File: config.mk
export PLATFORM = sky130hd
export DESIGN_NAME = rs485_rx_flat
export DESIGN_NICKNAME = d
export VERILOG_FILES = /design/src/rtl/rs485_rx_if.sv /design/src/rtl/rs485_rx.sv /design/src/flat_wrapper.sv
export SDC_FILE = /design/constraint.sdc
export NUM_CORES = 1
export LEC_CHECK = 0
export ABC_AREA = 1
export BUFFER_PORTS_ARGS = -buffer_cell sky130_fd_sc_hd__buf_2
export CAP_MARGIN = 20
export CORE_ASPECT_RATIO = 0.6
export CORE_MARGIN = 5
export CORE_UTILIZATION = 35
export DETAILED_ROUTE_END_ITERATION = 12
export GPL_ROUTABILITY_DRIVEN = 0
export PLACE_DENSITY = 0.59
export RECOVER_POWER = 100
export SYNTH_ARGS = -nofsm -noshare
export SYNTH_HDL_FRONTEND = slang
export SYNTH_SLANG_ARGS = --single-unit
File: constraint.sdc
create_clock -name clk -period 2.2 [get_ports clk]
set_input_delay 0.11 -clock clk [delete_from_list [all_inputs] [get_ports clk]]
set_output_delay 0.11 -clock clk [all_outputs]
set_load 0.005 [all_outputs]
File: src/rtl/rs485_rx_if.sv
`default_nettype none
// ============================================================================
// Module   : rs485_rx_if
// Brief    : Serial line in, received byte and status out, for rs485_rx.
// Revision : 1.0
// ============================================================================
interface rs485_rx_if;
    logic       rx;
    logic [7:0] dataout;
    logic       rdsig;
    logic       dataerror;
    logic       frameerror;
    logic       idle;

    modport master (
        input  rx,
        output dataout, rdsig, dataerror, frameerror, idle
    );

    modport slave (
        output rx,
        input  dataout, rdsig, dataerror, frameerror, idle
    );
endinterface
`default_nettype wire

File: src/rtl/rs485_rx.sv
`default_nettype none
// ============================================================================
// Module   : rs485_rx
// Brief    : 16x-oversampled RS485 receiver: start, 8 data LSB first, parity, stop.
// Revision : 1.0
// ============================================================================
module rs485_rx #(
    parameter logic PARITY_MODE = 1'b0
) (
    input  wire logic        clk,
    input  wire logic        rst_n,
    rs485_rx_if.master       bus
);

    localparam logic [0:0] S_IDLE = 1'b0;
    localparam logic [0:0] S_RECV = 1'b1;

    localparam logic [7:0] C_CNT_START = 8'd8;
    localparam logic [7:0] C_CNT_BIT0  = 8'd24;
    localparam logic [7:0] C_CNT_BIT7  = 8'd136;
    localparam logic [7:0] C_CNT_PAR   = 8'd152;
    localparam logic [7:0] C_CNT_STOP  = 8'd164;

    logic       r_rx_s1;
    logic       r_rx_s2;
    logic       r_rx_s3;
    logic [0:0] r_state;
    logic [7:0] r_cnt;
    logic [7:0] r_shift;
    logic       r_par;
    logic [7:0] r_dataout;
    logic       r_rdsig;
    logic       r_dataerror;
    logic       r_frameerror;
    logic       r_idle;

    logic       w_fall;
    logic       w_bit_pt;
    logic [2:0] w_bit_idx;

    // Reset high so a line idling high after reset produces no edge.
    always_ff @(posedge clk or negedge rst_n) begin
        if (!rst_n) begin
            r_rx_s1 <= 1'b1;
            r_rx_s2 <= 1'b1;
            r_rx_s3 <= 1'b1;
        end else begin
            r_rx_s1 <= bus.rx;
            r_rx_s2 <= r_rx_s1;
            r_rx_s3 <= r_rx_s2;
        end
    end

    assign w_fall    = r_rx_s3 & ~r_rx_s2;
    // Data centres sit at 24 + 16*k, i.e. low nibble 8 with the high nibble giving k+1.
    assign w_bit_pt  = (r_cnt >= C_CNT_BIT0) && (r_cnt <= C_CNT_BIT7) && (r_cnt[3:0] == 4'd8);
    assign w_bit_idx = 3'(r_cnt[7:4] - 4'd1);

    always_ff @(posedge clk or negedge rst_n) begin
        if (!rst_n) begin
            r_state      <= S_IDLE;
            r_cnt        <= 8'd0;
            r_shift      <= 8'd0;
            r_par        <= 1'b0;
            r_dataout    <= 8'd0;
            r_rdsig      <= 1'b0;
            r_dataerror  <= 1'b0;
            r_frameerror <= 1'b0;
            r_idle       <= 1'b0;
        end else begin
            r_rdsig <= 1'b0;
            case (r_state)
                S_IDLE: begin
                    r_cnt <= 8'd0;
                    if (w_fall) begin
                        r_state <= S_RECV;
                        r_idle  <= 1'b1;
                        r_cnt   <= 8'd1;
                    end
                end
                S_RECV: begin
                    r_cnt <= r_cnt + 8'd1;
                    if ((r_cnt == C_CNT_START) && r_rx_s2) begin
                        r_state <= S_IDLE;
                        r_idle  <= 1'b0;
                        r_cnt   <= 8'd0;
                    end
                    if (w_bit_pt) begin
                        r_shift[w_bit_idx] <= r_rx_s2;
                    end
                    if (r_cnt == C_CNT_PAR) begin
                        r_par <= r_rx_s2;
                    end
                    // Stop-bit centre also closes the frame so back-to-back starts are caught.
                    if (r_cnt == C_CNT_STOP) begin
                        r_dataout    <= r_shift;
                        r_dataerror  <= ((^r_shift) ^ PARITY_MODE) != r_par;
                        r_frameerror <= ~r_rx_s2;
                        r_rdsig      <= 1'b1;
                        r_state      <= S_IDLE;
                        r_idle       <= 1'b0;
                        r_cnt        <= 8'd0;
                    end
                end
            endcase
        end
    end

    assign bus.dataout    = r_dataout;
    assign bus.rdsig      = r_rdsig;
    assign bus.dataerror  = r_dataerror;
    assign bus.frameerror = r_frameerror;
    assign bus.idle       = r_idle;

endmodule
`default_nettype wire

File: src/flat_wrapper.sv
// flat-port wrapper written by rule: the top's interface ports become plain ports
module rs485_rx_flat 
#(
    parameter logic PARITY_MODE = 1'b0
)
  (clk, rst_n, bus_rx, bus_dataout, bus_rdsig, bus_dataerror, bus_frameerror, bus_idle);
  rs485_rx_if bus_i ();
  input  wire logic clk;
  input  wire logic rst_n;
  input wire logic [$bits(bus_i.rx)-1:0] bus_rx;
  output wire logic [$bits(bus_i.dataout)-1:0] bus_dataout;
  output wire logic [$bits(bus_i.rdsig)-1:0] bus_rdsig;
  output wire logic [$bits(bus_i.dataerror)-1:0] bus_dataerror;
  output wire logic [$bits(bus_i.frameerror)-1:0] bus_frameerror;
  output wire logic [$bits(bus_i.idle)-1:0] bus_idle;
  assign bus_i.rx = bus_rx;
  assign bus_dataout = bus_i.dataout;
  assign bus_rdsig = bus_i.rdsig;
  assign bus_dataerror = bus_i.dataerror;
  assign bus_frameerror = bus_i.frameerror;
  assign bus_idle = bus_i.idle;
  rs485_rx #(.PARITY_MODE(PARITY_MODE)) u_core (.clk(clk), .rst_n(rst_n), .bus(bus_i));
endmodule
# Yosys cells after proc, flatten, opt, wreduce, memory -nomap -nowiden
# Cells that the tools add are included.
[word_totals] regBits=33 inputBits=3 output_inout_bits=12 elab_cells=54
[op_classes] addsub=2 n_lt_le_gt_ge=4 n_eq_ne=7 mux=17 bitwise_logic=3 n_reduce_logical=9
[op_table] cell="== test 8 bit, second input constant" count=2
[op_table] cell="2-to-1 mux 8 bit" count=2
[op_table] cell="one-hot mux 8 bit (2 select lines)" count=1
[op_table] cell="2-to-1 mux 1 bit" count=10
[op_table] cell="adder 8 x 1 -> 8 bit, second input constant" count=1
[op_table] cell="bitwise mux 8 bit" count=1
[op_table] cell="== test 8 x 4 -> 1 bit, second input constant" count=1
[op_table] cell=">= comparator 8 x 5 -> 1 bit, second input constant" count=1
[op_table] cell="less-or-equal comparator 8 bit, second input constant" count=1
[op_table] cell="AND reduction 2 bit" count=4
[op_table] cell="XOR reduction 8 bit" count=1
[op_table] cell="== test 4 bit, second input constant" count=1
[op_table] cell="logical AND 1 bit" count=4
[op_table] cell="< comparator 3 x 4 -> 1 bit, second input constant" count=1
[op_table] cell="one-hot mux 1 bit (2 select lines)" count=2
[op_table] cell="demux 1 bit (select 3 bit)" count=1
[op_table] cell=">= comparator 3 x 1 -> 1 bit, second input constant" count=1
[op_table] cell="!= test 3 bit, second input constant" count=1
[op_table] cell="subtractor 3 x 1 -> 3 bit, second input constant" count=1
[op_table] cell="!= test 2 x 1 -> 1 bit, second input constant" count=1
[op_table] cell="NOT 1 bit" count=2
[op_table] cell="AND 1 bit" count=1
[op_table] cell="!= test 1 bit" count=1

# Longest topological paths before layout
[logic_depth] depth_word=6 ltp_mapped=11 depth_no_buf=10

# Worst setup path after synthesis
# Ideal clock, no wire load.
[synth_timing] path_type="register to register" from="reg u_core.r_cnt[4]" to="reg u_core.r_shift[2]" setup_ns=0.117 arrival_time_ns=1.614 required_ns=2.083 slack_ns=0.468 path_stages_with_launch=10 n_path_buf=2 synth_period_minus_slack_ns=1.732 path_cell_list="dfrtp_1 buf_2 inv_1 ha_1 o21ai_0 a21boi_4 buf_6 nand3_1 nand2_1 nand2_1"
[synth_via] elab_chain_len=6 elab_cells_between_ends=12 classes_between="add/sub (1); order compare (4); mux (3); reduce/logical (4)"
[synth_lines] element="from (decl)" line_no="rs485_rx.sv:28" text="logic [7:0] r_cnt;"
[synth_lines] element="from (signal assigned)" line_no="rs485_rx.sv:82" text="r_cnt <= r_cnt + 8'd1;"
[synth_lines] element="subtractor 3 x 1 -> 3 bit" line_no="rs485_rx.sv:57" text="assign w_bit_idx = 3'(r_cnt[7:4] - 4'd1);"
[synth_lines] element="< comparator 3 x 4 -> 1 bit (not written as such) / >= comparator 3 x 1 -> 1 bit (equally long branches)" line_no="rs485_rx.sv:89" text="r_shift[w_bit_idx] <= r_rx_s2;"
[synth_lines] element="logical AND 1 bit (not written as such)" line_no="rs485_rx.sv:89"
[synth_lines] element="2-to-1 mux 1 bit (not written as such)" line_no="rs485_rx.sv:89"
[synth_lines] element="demux 1 bit (select 3 bit)"
[synth_lines] element="bitwise mux 8 bit" line_no="rs485_rx.sv:89"
[synth_lines] element="to (signal, indexed assignment)" line_no="rs485_rx.sv:89"
[synth_lines] element="to (decl)" line_no="rs485_rx.sv:29" text="logic [7:0] r_shift;"
# Several ways; a longest one is shown, not always the timed one.
# A chain may end at the register's enable or synchronous reset.

# Worst setup path after layout
[layout_timing] from="reg u_core.r_cnt[4]" to="reg u_core.r_shift[6]"
# Same word-level chain as after synthesis.

==> summary.txt <==
STA
  • Final setup TNS: 0 ns
  • Slew Limit Fails: 0
  • Hold Fails Final Rpt: 0
  • Max Freq: 0.521 GHz
  • Final setup fails: 0
  • Min cycle time layout: 1.92 ns
  • Setup slack after layout: 0.279 ns
  • Slew margin rel.: 0.436
  • RSZ-0062 raised after global routing: no
  • Clock Skew: 0.00904 ns
  • Hold_ws: 0.369 ns
  • Final worst path period share: 0.873
  • Worst-Margin Slew: 0.846 ns

Pwr
  • Flop pwr share: 0.437
  • Clk pwr share: 0.352
  • LEAKAGE: 0.985 nW
  • Power Total: 1.68 mW
  • Power per standard cell area: 847 nW/µm²
  • Worst vdd ir: 0.257 mV
  • Switch share: 0.315
  • Combinational share of power: 0.210
  • P_sw: 0.530 mW
  • Pint: 1.15 mW

Critical path
  • Worst-path maximum fanout: 16
  • Reg2reg end: u_core.r_shift[6]$_DFFE_PN0P_
  • CP cell instances: inv_1, ha_1, o21ai_0, a21boi_4, nand3_1, nand2_1, nand2_1
  • Critical-path top delay cell: dfrtp_1
  • Crit-path max cell delay: 0.48 ns
  • CP arrival: 2.09 ns
  • Critical path startpoint category: flip-flop
  • Reg2reg path depth: 7
  • Worst EP required: 2.37 ns
  • Setup CP Type: flip-flop to flip-flop
  • Crit end category: flip-flop
  • Origin of the critical flop-to-flop path: u_core.r_cnt[4]$_DFF_PN0_
  • Flop2flop setup slack: 0.28 ns
  • CP most frequent cell: nand2_1

Global route
  • Total GRT Usage: 0.121
  • Overflow after GRT: 0
  • Antenna violations before repair: 0
  • First-pass GRT wire length: 6210 µm
  • Largest net degree at the start of global routing: 34
  • Vias in the first global route: 1316

Run
  • MaxCap Viol Count: 0

Final layout
  • Most frequent cells in the layout: nand2_1, dfrtp_1, inv_1
  • Commonest non-fill, non-tap cell in the layout: nand2_1
  • Nets: 238
  • Fillers: 528
  • Layout cell share with drive strength beyond 1: 0.127
  • Layout area overhead: 11.4%
  • Design Area, Final: 1990 µm²
  • # diodes: 0

Synth
  • Syn Nets: 220
  • Syn Inst Count: 210
  • Mapped cell area: 1780 µm²
  • Synth Warn #: 0
  • Synth unique cells: 29
  • Register bit total from synthesis: 33
  • Avg Cell Area, Syn: 8.50 µm²
  • Seq/Total Area, Yosys: 0.465

Clock tree
  • CTS tree: done
  • CTS Hold Bufs: 2
  • Clock Sinks: 33
  • CTS buffer count: 5
  • Clock Root Buffer: clkbuf_8
  • Latest clock arrival within the worst-skew pair: 0.28 ns
  • Maximum buffer depth of the clock tree: 2
  • CTS resizes: 0
  • Setup bufs post-CTS: 0
  • Htree depth: 2
  • Clk pin slew, worst setup/hold paths: 0.07 ns

Hold path
  • Hold path startpoint: u_core.r_rx_s1$_DFF_PN1_
  • WHS Path Cells: 0
  • Worst hold path endpoint: u_core.r_rx_s2$_DFF_PN1_
  • Hold Path Class: flip-flop to flip-flop

Drt
  • Initial detailed-routing violation count: 112
  • DRT met1 WL: 1930 µm
  • Top metal layer carrying routed signals: met4
  • WL met3: 160 µm
  • Post-route DRC: 0
  • Avg WL per Cell: 11.7 µm
  • Via count: 1320
  • Initial DRT Pass Iterations: 5
  • Met2 Wirelength: 1310 µm
  • Detail Route Antenna Nets: 0
  • Routed vias/inst: 4.47
  • Final WL: 3440 µm

Die
  • Core region area: 5000 µm²
  • Die H: 65.3 µm
  • # IOs: 15
  • Initial core utilization: 0.356
  • Full die area: 6670 µm²
  • Die Span X: 102 µm
  • Row count: 20

Outcome
  • Status: complete, no violations

Placement
  • Worst slack, placed: 0.284 ns
  • IO buf count: 14
  • Placed inst area: 1900 µm²
  • HPWL Detailed: 2480 µm
-- through the flow --
| step | instances | utilization |
|---|---|---|
| after global routing | 295 | 0.397 |
| after CTS | 295 | 0.407 |
| after floorplan | 210 | - |
| after global placement | 285 | 0.379 |
| after detailed placement | 285 | 0.379 |
| final | 295 | 0.397 |
-- synthesized netlist by cell type --
cell / count / area share
buf_2: 1 / 0.0028
a21boi_4: 1 / 0.011
o21ai_0: 3 / 0.0084
inv_2: 1 / 0.0021
nand3_4: 1 / 0.0098
xor2_1: 4 / 0.020
nand4_1: 9 / 0.032
ha_1: 7 / 0.049
clkbuf_1: 1 / 0.0021
dfstp_2: 3 / 0.044
nor2_1: 17 / 0.036
nand3_1: 17 / 0.048
xnor2_1: 1 / 0.0049
buf_6: 2 / 0.013
nand3_2: 2 / 0.011
inv_1: 21 / 0.044
nand2_2: 1 / 0.0035
a21oi_1: 3 / 0.0084
nor3_2: 1 / 0.0056
nor2_8: 1 / 0.011
o21ai_2: 8 / 0.039
dfrtp_1: 30 / 0.42
nand2_1: 66 / 0.14
nor3b_1: 3 / 0.013
nor3_1: 2 / 0.0056
nor2_4: 1 / 0.0063
buf_4: 1 / 0.0042
inv_4: 1 / 0.0035
nor2_2: 1 / 0.0035
-- power groups by stage --
stage          registers, mW  logic (mW)  clock network, mW
6_report               0.736       0.354              0.593
5_1_grt                0.745       0.404              0.658
3_5_place_dp           0.749       0.357                  0
3_3_place_gp           0.748       0.350                  0
2_1_floorplan          0.726       0.302                  0
4_1_cts                0.739       0.360              0.616
-- critical path, delay by kind of cell, from the launching register on --
kind                       cells  cell delay [ns]
AOI/OAI and AO/OA              2             0.55
adders and majority gates      1             0.25
buffers and inverters          1             0.25
DFF                            1             0.48
and+or+nand+nor                3             0.29
-- how the worst max path moves through the flow --
stage                                         start                                 to  slack [ns]
after floorplan           u_core.r_cnt[4]$_DFF_PN0_      u_core.r_shift[2]$_DFFE_PN0P_        0.47
after global placement    u_core.r_cnt[4]$_DFF_PN0_      u_core.r_shift[6]$_DFFE_PN0P_        0.37
after detailed placement  u_core.r_cnt[4]$_DFF_PN0_      u_core.r_shift[6]$_DFFE_PN0P_        0.28
after CTS                 u_core.r_cnt[4]$_DFF_PN0_      u_core.r_shift[6]$_DFFE_PN0P_        0.28
after global routing      u_core.r_cnt[4]$_DFF_PN0_  u_core.bus.dataout[4]$_DFFE_PN0P_        0.11
final                     u_core.r_cnt[4]$_DFF_PN0_      u_core.r_shift[6]$_DFFE_PN0P_        0.28
-- flip-flops by register name, summed over array words and instances (netlist names) --
register	count
u_core.bus.dataerror	1
u_core.bus.dataout	8
u_core.bus.frameerror	1
u_core.bus.idle	1
u_core.bus.rdsig	1
u_core.r_cnt	8
u_core.r_par	1
u_core.r_rx_s1	1
u_core.r_rx_s2	1
u_core.r_rx_s3	1
u_core.r_shift	8
u_core.r_state	1
-- cell type report --
type | count | area, µm² | share of cell area
Clock inverter | 1 | 30.0 | 0.0151
Clock buffer | 7 | 86.3 | 0.0435
Inverter | 23 | 86.3 | 0.0435
Multi-Input combinational cell | 149 | 786 | 0.395
Tap cell | 66 | 82.6 | 0.0416
Timing Repair Buffer | 16 | 86.3 | 0.0435
Sequential cell | 33 | 830 | 0.418
-- per-layer routing --
| layer | GRT usage | vias to the layer above |
|---|---|---|
| met1 | 0.176 | 590 |
| li1 | - | 703 |
| met4 | 0.0491 | 0 |
| met3 | 0.0414 | 2 |
| met5 | 0 | - |
| met2 | 0.162 | 25 |
-- cell families (layout without fill, tap and decap cells) --
| group | Yosys count | after routing | synth area share |
|---|---|---|---|
| compound gates | 15 | 15 | 0.0666 |
| flops | 33 | 33 | 0.465 |
| xor+xnor | 5 | 5 | 0.0245 |
| simple gates | 122 | 122 | 0.323 |
| fa+ha+maj | 7 | 7 | 0.0491 |
| buf+inv | 28 | 47 | 0.0715 |
No activity file was read; power rests on OpenSTA's default activity.
